===== src/rtl/tick_gen_multi.sv =====
// tick_gen_multi: N_CH programmable game-tick channels plus a divided pixel enable.
// Every output is a single-cycle enable in the clk_i domain. No derived clocks are generated.
// Optional feature: define TICKGEN_TOGGLE_EN to add a per-channel square-wave output, toggle_o.
module tick_gen_multi #(
    parameter int unsigned                  N_CH       = 2,
    parameter int unsigned                  CNT_W      = 25,
    parameter int unsigned                  PIX_DIV    = 2,
    parameter logic [N_CH*CNT_W-1:0]        DEF_PERIOD = {25'd75000, 25'd200000},
    localparam int unsigned                 CH_W       = $clog2(N_CH) | 1
) (
    input  logic                 clk_i,
    input  logic                 rst_ni,
    input  logic                 en_i,
    input  logic                 sync_i,
    input  logic                 cfg_we_i,
    input  logic [CH_W-1:0]      cfg_ch_i,
    input  logic [CNT_W-1:0]     cfg_period_i,
    output logic [N_CH-1:0]      tick_o,
`ifdef TICKGEN_TOGGLE_EN
    output logic [N_CH-1:0]      toggle_o,
`endif
    output logic                 pix_en_o
);

    localparam int unsigned PCNT_W = (PIX_DIV > 1) ? $clog2(PIX_DIV) : 1;

    logic [CNT_W-1:0]  cnt_q    [N_CH];
    logic [CNT_W-1:0]  cnt_d    [N_CH];
    logic [CNT_W-1:0]  period_q [N_CH];
    logic [CNT_W-1:0]  period_d [N_CH];
    logic [N_CH-1:0]   wr_sel;
    logic [N_CH-1:0]   tick_d;
    logic [PCNT_W-1:0] pcnt_q, pcnt_d;
    logic              pix_en_d;

    // Decode the config write. An out-of-range index matches no channel, so the write is dropped.
    always_comb begin
        wr_sel = '0;
        for (int unsigned k = 0; k < N_CH; k++) begin
            wr_sel[k] = cfg_we_i && (cfg_ch_i == CH_W'(k));
        end
    end

    // Channel next state: a write or sync clears the counter, en_i=0 freezes it, otherwise it counts to the period.
    always_comb begin
        tick_d = '0;
        for (int unsigned k = 0; k < N_CH; k++) begin
            cnt_d[k]    = cnt_q[k];
            period_d[k] = period_q[k];
            if (wr_sel[k]) begin
                period_d[k] = cfg_period_i;
            end
            if (wr_sel[k] || sync_i) begin
                cnt_d[k] = '0;
            end else if (en_i) begin
                if (cnt_q[k] == period_q[k]) begin
                    cnt_d[k]  = '0;
                    tick_d[k] = 1'b1;
                end else begin
                    cnt_d[k] = cnt_q[k] + CNT_W'(1);
                end
            end
        end
    end

    // Pixel divider: runs freely and is not affected by en_i or sync_i.
    always_comb begin
        pix_en_d = (pcnt_q == PCNT_W'(PIX_DIV - 1));
        pcnt_d   = pix_en_d ? '0 : pcnt_q + PCNT_W'(1);
    end

    // Channel state and tick register, with reset loading the default periods.
    always_ff @(posedge clk_i) begin
        if (!rst_ni) begin
            for (int unsigned k = 0; k < N_CH; k++) begin
                cnt_q[k]    <= '0;
                period_q[k] <= DEF_PERIOD[k*CNT_W +: CNT_W];
            end
            tick_o <= '0;
        end else begin
            for (int unsigned k = 0; k < N_CH; k++) begin
                cnt_q[k]    <= cnt_d[k];
                period_q[k] <= period_d[k];
            end
            tick_o <= tick_d;
        end
    end

`ifdef TICKGEN_TOGGLE_EN
    // Square wave: flips whenever a tick is issued, so it holds through freezes, syncs and writes.
    always_ff @(posedge clk_i) begin
        if (!rst_ni) begin
            toggle_o <= '0;
        end else begin
            toggle_o <= toggle_o ^ tick_d;
        end
    end
`endif

    // Pixel counter and registered pixel enable.
    always_ff @(posedge clk_i) begin
        if (!rst_ni) begin
            pcnt_q   <= '0;
            pix_en_o <= 1'b0;
        end else begin
            pcnt_q   <= pcnt_d;
            pix_en_o <= pix_en_d;
        end
    end

endmodule


===== config.mk =====
export PLATFORM = sky130hd
export DESIGN_NAME = tick_gen_multi
export DESIGN_NICKNAME = d
export VERILOG_FILES = /design/src/rtl/tick_gen_multi.sv
export SDC_FILE = /design/constraint.sdc
export NUM_CORES = 1
export LEC_CHECK = 0
export BUFFER_PORTS_ARGS = -buffer_cell sky130_fd_sc_hd__clkbuf_2
export CORE_AREA = 2 2 91 102
export CTS_BUF_LIST = sky130_fd_sc_hd__clkbuf_8
export DETAILED_ROUTE_END_ITERATION = 16
export DIE_AREA = 0 0 93 104
export PLACE_DENSITY = 0.76
export SLEW_MARGIN = 20
export SYNTH_ARGS = -nofsm -noshare
export SYNTH_HDL_FRONTEND = slang
export SYNTH_SLANG_ARGS = --single-unit

===== constraint.sdc =====
create_clock -name clk_i -period 1.7 [get_ports clk_i]
set_input_delay 0.17 -clock clk_i [delete_from_list [all_inputs] [get_ports clk_i]]
set_output_delay 0.17 -clock clk_i [all_outputs]
set_load 0.01 [all_outputs]

==> metrics.md, run 1 <==
| Metric | Value |
|---|---|
| Status | `finished, violations left` |
| Failing checks | `setup timing` |
| Startpoint types | `flip-flop` |
| Async SR Flop Fraction | `0` |
| Sequential Power Share | `0.591` |
| Core area | `approximately 0.0086 mm²` |
| Number of buffers created by CTS | `9` |
| PwrDens | `a little under 800 mW/mm²` |
| # IOs | `34` |
| Crit end category | `flip-flop` |
| Insertion delay to the later sink of the worst-skew pair | `around 370 ps` |
| Post-synth top cells | `nand2_1 (120), dfxtp_1 (104), nor2_1 (59)` |
| Worst setup path start | `period_q[0][29]` |
| Share of cells above drive strength 1 | `0.2143` |
| Peak supply drop | `just over 0.6 mV` |
| Global-route wire length before repair | `18180 µm` |
| Final clock skew | `12.16 ps` |
| Switching pwr | `approximately 1.1 mW` |
| Max-slew violations | `0` |
| Total chip power | `4.328 mW` |
| Worst Path Required | `a little under 2000 ps` |
| Die width | `slightly above 90 µm` |
| CTS tree | `built` |
| Synth Instances | `about 550` |
| #FFs+latches synth | `around 100` |
| Vias per std cell | `between 5 and 6` |
| Crit Path Max Fanout | `25` |
| Hold buffers post-CTS | `0` |
| Initial antenna violation count | `0` |
| Cell with the most instances after synthesis | `nand2_1` |
| Row cnt | `36` |
| Post-synth EDFFs | `0` |
| Initial Util | `0.5473` |
| Leakage | `between 2 and 2.5 nW` |
| Setup violations, final | `50` |
| Max frequency | `572.3 MHz` |
| Comb pwr share | `0.078` |
| Synth Warn # | `0` |
| DRC | `0` |
| WS Path Type | `flip-flop to flip-flop` |
| Ant diodes | `0` |
| Per-cell routed wire length | `14.85 µm` |
| Pin count of the biggest net entering global routing | `53` |
| Rel. slew slack | `0.7078` |
| Synth cell types | `34` |
| Cell Int Power | `3.262 mW` |
| Tmin final | `1747 ps` |
| Worst EP arrival | `around 2000 ps` |
| Final nets | `658` |
| Tightest Hold Check Type | `input pin to flip-flop` |
| Detailed Route WL | `11050 µm` |
| Max cap viols | `0` |
| Clock root buffer | `clkbuf_8` |
| GRT overflow | `0` |
| Worst Max-Slew Pin Slew | `438.3 ps` |
| Seq/Total Area, Yosys | `0.4399` |
| Aggregate global-route resource usage | `0.2365` |
| Post-synth top area share | `0.4399` |
| Die span in y | `~100 µm` |
| RSZ-0062 raised after global routing | `yes` |
| Global placer's final weighted congestion | `roughly 0.9` |
| Flop2flop setup slack | `-50 ps` |
| Postcts setup bufs | `0` |
| Worst reg2reg path startpoint | `period_q[0][29]` |
| Antenna viol nets, final | `0` |
| DP HPWL | `8353 µm` |
| Vias in the first global route | `~3900` |
| Sw Ratio | `0.2463` |
| Setup ws final | `-47.38 ps` |
| PortBufs | `33` |
| Clk pin slew, worst setup/hold paths | `~90 ps` |
| Synth Net Count | `about 580` |
| TritonRoute pass-1 iters | `4` |
| Starting DRT DRC Count | `241` |
| Post-synth top area cell | `dfxtp_1` |
| Die Area | `a little under 0.01 mm²` |
| Avg Inst Size Synth | `around 8.6 µm²` |
| Post-place setup slack | `-71.31 ps` |
| Ys flop type | `dfxtp_1` |
| H-tree depth | `3` |
| Clock power frac | `0.331` |
| Hold Vio Cnt, Final | `0` |
| Worst min-delay path startpoint | `cfg_period_i[17]` |
| DR vias | `slightly below 4000` |
| Period utilization | `1.028` |
| Top post-synthesis cells by area | `dfxtp_1 (44%), xor2_1 (11%), nand2_1 (9.5%)` |
| Area Overhead vs Synth | `18.42%` |
| CTS Sinks | `around 100` |
| Mapped cell area | `roughly 0.0047 mm²` |
| Clk buf depth | `2` |
worst max-delay path, cell delays in order (launching register included):
cell and delay [ps]:
dfxtp_2 350, xnor2_2 190, nand4_1 130, or4_4 570
o21ai_4 160, buf_12 180, nor2_1 60
flip-flops by register name, indices dropped and copies added, names as in the netlist:
name and flops:
cnt_q 50, pcnt_q 1, period_q 50, pix_en_o 1
tick_o 2
cell type report:
type	count	area [µm²]
fill	710	3043
clock buffer	11	151.4
tap	114	142.6
sequential	104	2093
multi-input combinational	419	2567
inverter	2	7.507
timing repair buffer	89	610.6
clock inverter	5	32.53
power by group through the flow:
stage               Combinational, mW  Sequential [mW]  Clock [mW]
finish                          0.339             2.56        1.43
global route                    0.378             2.56        1.54
global placement                0.323             2.61           0
CTS                             0.338             2.56        1.45
detailed placement              0.331             2.61           0
floorplan                       0.218             2.60           0
per-stage QoR:
step	setup TNS [ps]	instances	util	instance area, µm²	hold slack [ps]
final	-1447	744	0.6481	5605	47.34
after global routing	-4604	744	0.6481	5605	48.96
after CTS	-1025	744	0.6473	5598	40.94
after detailed placement	-2466	728	0.6183	5348	412.5
after global placement	-2619	728	0.6183	5348	397.2
after floorplan	0	549	-	4733	294.0
worst paths after layout:
kind                      to  cells after the start
max reg2reg     cnt_q[0][39]                      6
max             cnt_q[0][39]                      6
min          period_q[0][17]                      3
min reg2reg           pcnt_q                      1
metal layers:
layer | wire length (µm) | vias to the layer above | GRT usage
met4 | 320 | 0 | 0.09034
met5 | 0 | - | 0
li1 | - | 1964 | -
met1 | 5080 | 1810 | 0.3205
met2 | 5102 | 100 | 0.3794
met3 | 546 | 29 | 0.03696
timing repair:
| action | 4_1_cts | 5_1_grt |
|---|---|---|
| resized for setup | 15 | 3 |
| endpoints found under the setup margin | 51 | 52 |
| pin swaps | 1 | 1 |
kinds of logic after synthesis:
group           share of synthesized area
compound gates                    0.06397
fa+ha+maj                        0.005286
flops                              0.4399
buf+inv                           0.03145
xor+xnor                           0.1829
mux                              0.004230
simple gates                       0.2723
placed cells by master, fill, tap and decap left out, types with 2 or more instances in the layout:
| master | synthesis | routed |
|---|---|---|
| nand2_1 | 120 | 120 |
| dfxtp_1 | 104 | 95 |
| nor2_1 | 59 | 59 |
| xor2_1 | 58 | 58 |
| buf_4 | 0 | 54 |
| nand3_1 | 37 | 36 |
| a21boi_0 | 36 | 36 |
| xnor2_1 | 39 | 33 |
| clkbuf_2 | 1 | 33 |
| nand4_1 | 21 | 21 |
| clkbuf_8 | 1 | 11 |
| nor4_1 | 11 | 9 |
| dfxtp_2 | 0 | 9 |
| xnor2_2 | 1 | 7 |
| nor3_1 | 7 | 7 |
| and2_1 | 4 | 4 |
| and4_1 | 4 | 4 |
| nor4_2 | 1 | 3 |
| inv_1 | 2 | 3 |
| and3_1 | 3 | 3 |
| or4_4 | 2 | 2 |
| o21ai_4 | 2 | 2 |
| mux2i_1 | 2 | 2 |
| nor2b_1 | 3 | 2 |
| ha_1 | 2 | 2 |
| clkinvlp_4 | 0 | 2 |
| buf_12 | 0 | 2 |
Note: power is estimated with default switching activity, not from simulation.
==> inputs of run 2 (changes only) <==
CORE_AREA = 2 2 87 97   (was 2 2 91 102)
DIE_AREA = 0 0 89 99   (was 0 0 93 104)
PLACE_DENSITY = 0.8   (was 0.76)
clock period = 1.9 ns   (was 1.7 ns; I/O delays follow)
==> run 2 against run 1 <==
The run now ends clean. Wire length rose by 0.64%. Clock power barely moved. Combinational power fell by 14%. Global-route usage rose by 2.5 points. Final cell count fell by 5.1%. Critical endpoint is now cnt_q[0][40]. Largest power group unchanged.
==> metrics.md, run 2 (synthesis gave the netlist of run 1 again) <==
| Metric | Value |
|---|---|
| Detailed Route WL | `~11000 µm` |
| Aggregate global-route resource usage | `0.2616` |
| H-tree depth | `3` |
| Area Overhead vs Synth | `12.56%` |
| Vias in the first global route | `~3700` |
| Starting DRT DRC Count | `248` |
| Die width | `between 80 and 90 µm` |
| Worst min-delay path startpoint | `cfg_period_i[10]` |
| Most frequent cells in the layout | `nand2_1 (120), dfxtp_1 (104), nor2_1 (59)` |
| Area of the multi-input gates | `0.002522 mm²` |
| Post-place setup slack | `113.9 ps` |
| Worst Max-Slew Pin Slew | `807.3 ps` |
| Worst reg2reg path startpoint | `cnt_q[0][32]` |
| Max cap viols | `0` |
| Rel. slew slack | `0.4605` |
| Setup violations, final | `0` |
| DP HPWL | `8052 µm` |
| Hold Vio Cnt, Final | `0` |
| Placed insts | `between 600 and 700` |
| Initial Util | `0.6047` |
| TritonRoute pass-1 iters | `6` |
| Commonest non-fill, non-tap cell in the layout | `nand2_1` |
| Row cnt | `34` |
| DP Area | `0.005090 mm²` |
| Peak supply drop | `0.5524 mV` |
| Max frequency | `534.2 MHz` |
| Final nets | `roughly 630` |
| Ant diodes | `0` |
| Die Area | `0.008811 mm²` |
| Status | `finished, final reports clean` |
| Leakage | `around 2.1 nW` |
| Layout Cells excl Fill | `between 700 and 800` |
| DR vias | `about 4000` |
| Period utilization | `0.9853` |
| Vias per std cell | `approximately 5.6` |
| Top flop regs | `cnt_q x50, period_q x50, tick_o x2` |
| DRC | `0` |
| Die span in y | `approximately 99 µm` |
| Final clock skew | `around 12 ps` |
| Initial antenna violation count | `0` |
| Hold buffers post-CTS | `0` |
| Global-route wire length before repair | `between 15000 and 20000 µm` |
| Pin count of the biggest net entering global routing | `53` |
| GRT overflow | `0` |
| CTS Sinks | `about 100` |
| Area occupied by registers | `0.002082 mm²` |
| # IOs | `34` |
| Per-cell routed wire length | `15.75 µm` |
| PortBufs | `33` |
| Worst EP arrival | `approximately 2100 ps` |
| Number of buffers created by CTS | `9` |
| CTS tree | `built` |
| Clk pin slew, worst setup/hold paths | `approximately 110 ps` |
| Startpoint types | `flip-flop` |
| Insertion delay to the later sink of the worst-skew pair | `370 ps` |
| Worst setup path start | `cnt_q[0][32]` |
| Clock root buffer | `clkbuf_8` |
| Crit Path Max Fanout | `25` |
| Antenna viol nets, final | `0` |
| Tmin final | `between 1500 and 2000 ps` |
| WS Path Type | `flip-flop to flip-flop` |
| Worst Path Required | `2160 ps` |
| Total chip power | `4.042 mW` |
| Filler cells | `~610` |
| Tightest Hold Check Type | `input pin to flip-flop` |
| Sum Neg Setup Slack | `0 ps` |
| Global placer's final weighted congestion | `roughly 0.9` |
| Design area | `0.005328 mm²` |
| RSZ-0062 raised after global routing | `no` |
| Core area | `slightly below 0.008 mm²` |
| PwrDens | `758.7 mW/mm²` |
| Max-slew violations | `0` |
| Crit end category | `flip-flop` |
| Share of cells above drive strength 1 | `0.1438` |
| Clk buf depth | `2` |
| Setup ws final | `between 20 and 30 ps` |
## run 2: final timing paths
kind,end,slack [ps],depth (start not counted)
max,cnt_q[0][40],30,6
min,period_q[0][10],50,3
max reg2reg,cnt_q[0][40],30,6
min reg2reg,pcnt_q,420,1
## run 2: cell type report
class                           instances  area share
Multi-Input combinational cell        419      0.4735
Sequential cell                       104      0.3908
Timing Repair Buffer                   57     0.06952
Clock buffer                           10     0.02583
Tap cell                              108     0.02536
Clock inverter                          6     0.01362
Inverter                                2    0.001409
## run 2: worst max-delay path: stages, from the launching register on
cell	delay, ps
dfxtp_1	380
xor2_1	190
nor4_1	470
nand3_1	250
o21ai_4	220
buf_12	190
nor2_1	60
## run 2: stage by stage
stage / hold slack, ps / util
floorplan: 314.0 / -
global placement: 398.1 / 0.6503
detailed placement: 396.8 / 0.6503
CTS: 47.16 / 0.6771
global route: 56.12 / 0.6806
finish: 51.30 / 0.6806
## run 2: metal layers
metal,track usage,vias up,share of wire,wire length [µm]
li1,-,1900,-,-
met1,0.3623,1888,0.46,5109
met2,0.4110,126,0.47,5189
met3,0.03769,21,0.051,565
met4,0.1022,0,0.023,256
met5,0,-,0,0
## run 2: power by group
part | switching (mW) | total (mW) | internal [mW]
clock | 0.796 | 1.46 | 0.665
sequential | 0.0497 | 2.29 | 2.24
combinational | 0.166 | 0.292 | 0.126
## run 2: repair_timing
item	CTS	global route
endpoints found under the setup margin	0	6
setup buffers	0	1
gates resized for setup	0	3
==> inputs of run 3 (changes only) <==
CELL_PAD_IN_SITES_DETAIL_PLACEMENT = 0   (was unset)
CELL_PAD_IN_SITES_GLOBAL_PLACEMENT = 1   (was unset)
CORE_AREA = 2 2 99 111   (was 2 2 87 97)
DIE_AREA = 0 0 101 113   (was 0 0 89 99)
PLACE_DENSITY = unset   (was 0.8)
PLACE_DENSITY_LB_ADDON = 0.1   (was unset)
==> run 3 against run 2 <==
Sequential cell count stayed put. Utilization is 16 points lower. Critical endpoint is now cnt_q[0][25]. First-iteration DRC count is 40% lower. Critical path type unchanged. Cell area is 0.70% higher.
==> metrics.md, run 3 (synthesis gave the netlist of run 1 again) <==
| Metric | Value |
|---|---|
| CTS tree | `built` |
| Starting DRT DRC Count | `roughly 150` |
| Top flop regs | `cnt_q x50, period_q x50, tick_o x2` |
| Status | `finished, final reports clean` |
| TritonRoute pass-1 iters | `4` |
| DRC | `0` |
| Clk buf depth | `2` |
| Setup violations, final | `0` |
| Detailed Route WL | `approximately 11000 µm` |
| WS Path Type | `flip-flop to flip-flop` |
| Area occupied by registers | `about 0.0021 mm²` |
| PortBufs | `33` |
| DP HPWL | `between 8000 and 9000 µm` |
| Max cap viols | `0` |
| Worst Path Required | `between 2000 and 2500 ps` |
| Slowest cell on crit path | `or4_4` |
| Per-cell routed wire length | `15.81 µm` |
| Die Area | `0.01141 mm²` |
| Crit-path cells | `xnor2_1 -> nand4_1 -> or4_4 -> o21ai_4 -> buf_12 -> nor2_1` |
| Commonest non-fill, non-tap cell in the layout | `nand2_1` |
| Die span in y | `around 110 µm` |
| Startpoint types | `flip-flop` |
| Peak supply drop | `between 0.5 and 0.6 mV` |
| PwrDens | `approximately 770 mW/mm²` |
| Initial Util | `0.4619` |
| Final nets | `627` |
| # IOs | `34` |
| Insertion delay to the later sink of the worst-skew pair | `around 380 ps` |
| Global placer's final weighted congestion | `just under 0.9` |
| Clk pin slew, worst setup/hold paths | `around 100 ps` |
| Antenna viol nets, final | `0` |
| Hold Vio Cnt, Final | `0` |
| Hold buffers post-CTS | `0` |
| Tightest Hold Check Type | `input pin to flip-flop` |
| Area Overhead vs Synth | `13.35%` |
| Crit end category | `flip-flop` |
| Rel. slew slack | `0.6947` |
| Design area | `roughly 0.0054 mm²` |
| Sum Neg Setup Slack | `0 ps` |
| Area of the multi-input gates | `between 0.002 and 0.003 mm²` |
| H-tree depth | `3` |
| Number of buffers created by CTS | `9` |
| Vias in the first global route | `3670` |
| Max-slew violations | `0` |
| Leakage | `between 2 and 2.5 nW` |
| Die width | `101 µm` |
| Final clock skew | `between 10 and 15 ps` |
| Worst EP arrival | `approximately 2100 ps` |
| CTS Sinks | `about 100` |
| Core area | `between 0.01 and 0.015 mm²` |
| Worst Max-Slew Pin Slew | `between 400 and 500 ps` |
| Clock root buffer | `clkbuf_8` |
| Share of cells above drive strength 1 | `0.1503` |
| GRT overflow | `0` |
| Global-route wire length before repair | `about 18000 µm` |
| Filler cells | `roughly 1000` |
| CP max stage delay | `560 ps` |
| Initial antenna violation count | `0` |
| Period utilization | `0.9492` |
| Crit Path Max Fanout | `25` |
| Pin count of the biggest net entering global routing | `53` |
| DR vias | `~3700` |
| RSZ-0062 raised after global routing | `no` |
| Vias per std cell | `5.076` |
| Aggregate global-route resource usage | `0.2094` |
| DP Area | `0.005126 mm²` |
| Tmin final | `roughly 1800 ps` |
| Most frequent cells in the layout | `nand2_1 (120), dfxtp_1 (103), nor2_1 (59)` |
| Max frequency | `around 550 MHz` |
| Ant diodes | `0` |
| Row cnt | `39` |
run 3: final timing paths:
path                                       start         endpoint  slack [ps]  cells past startpoint
worst max-delay path                cnt_q[0][45]     cnt_q[0][25]         100                      6
worst min register to register            pcnt_q           pcnt_q         420                      1
worst max register to register      cnt_q[0][45]     cnt_q[0][25]         100                      6
worst min-delay path            cfg_period_i[11]  period_q[0][11]          40                      3
run 3: where the power goes:
group / leakage (nW) / internal, mW / total [mW] / switching (mW)
registers: 0.846 / 2.24 / 2.29 / 0.0479
clock network: 0.115 / 0.756 / 1.54 / 0.787
logic: 1.08 / 0.133 / 0.300 / 0.167
run 3: timing repair:
item	in CTS	in global routing
setup endpoints to repair	0	3
gates resized for setup	0	3
hold endpoints to repair	0	0
buffers inserted	0	0
run 3: layout make-up:
cell class	instances	area share
multi-input cells	419	0.4695
flip-flops and latches	104	0.3883
repair buffers	58	0.07043
well taps	123	0.02868
clock buffers	9	0.02309
clock inverters	7	0.01866
inverters	2	0.001399
run 3: critical path, delay by kind of cell (launching register included):
family,cells,cell delay (ps)
compound gates,1,160
xor+xnor,1,260
buf+inv,1,190
flops,1,330
simple gates,3,750
run 3: metal layers:
layer  up-vias  global-route usage  wire length (µm)
li1       1908                   -                 -
met1      1689              0.2540              5075
met2        43              0.3613              5662
met3        25             0.03027               273
met4         0              0.1009               404
met5         -                   0                 0
run 3: through the flow:
stage	setup slack (ps)	hold WS [ps]	power, mW	instances	util
floorplan	214.9	314.0	2.518	549	-
detailed placement	87.80	397.7	2.640	706	0.5002
global route	0.5120	50.32	4.307	722	0.5236
CTS	68.33	30.23	4.179	722	0.5221
finish	96.48	41.50	4.129	722	0.5236
global placement	98.61	391.8	2.635	706	0.5002
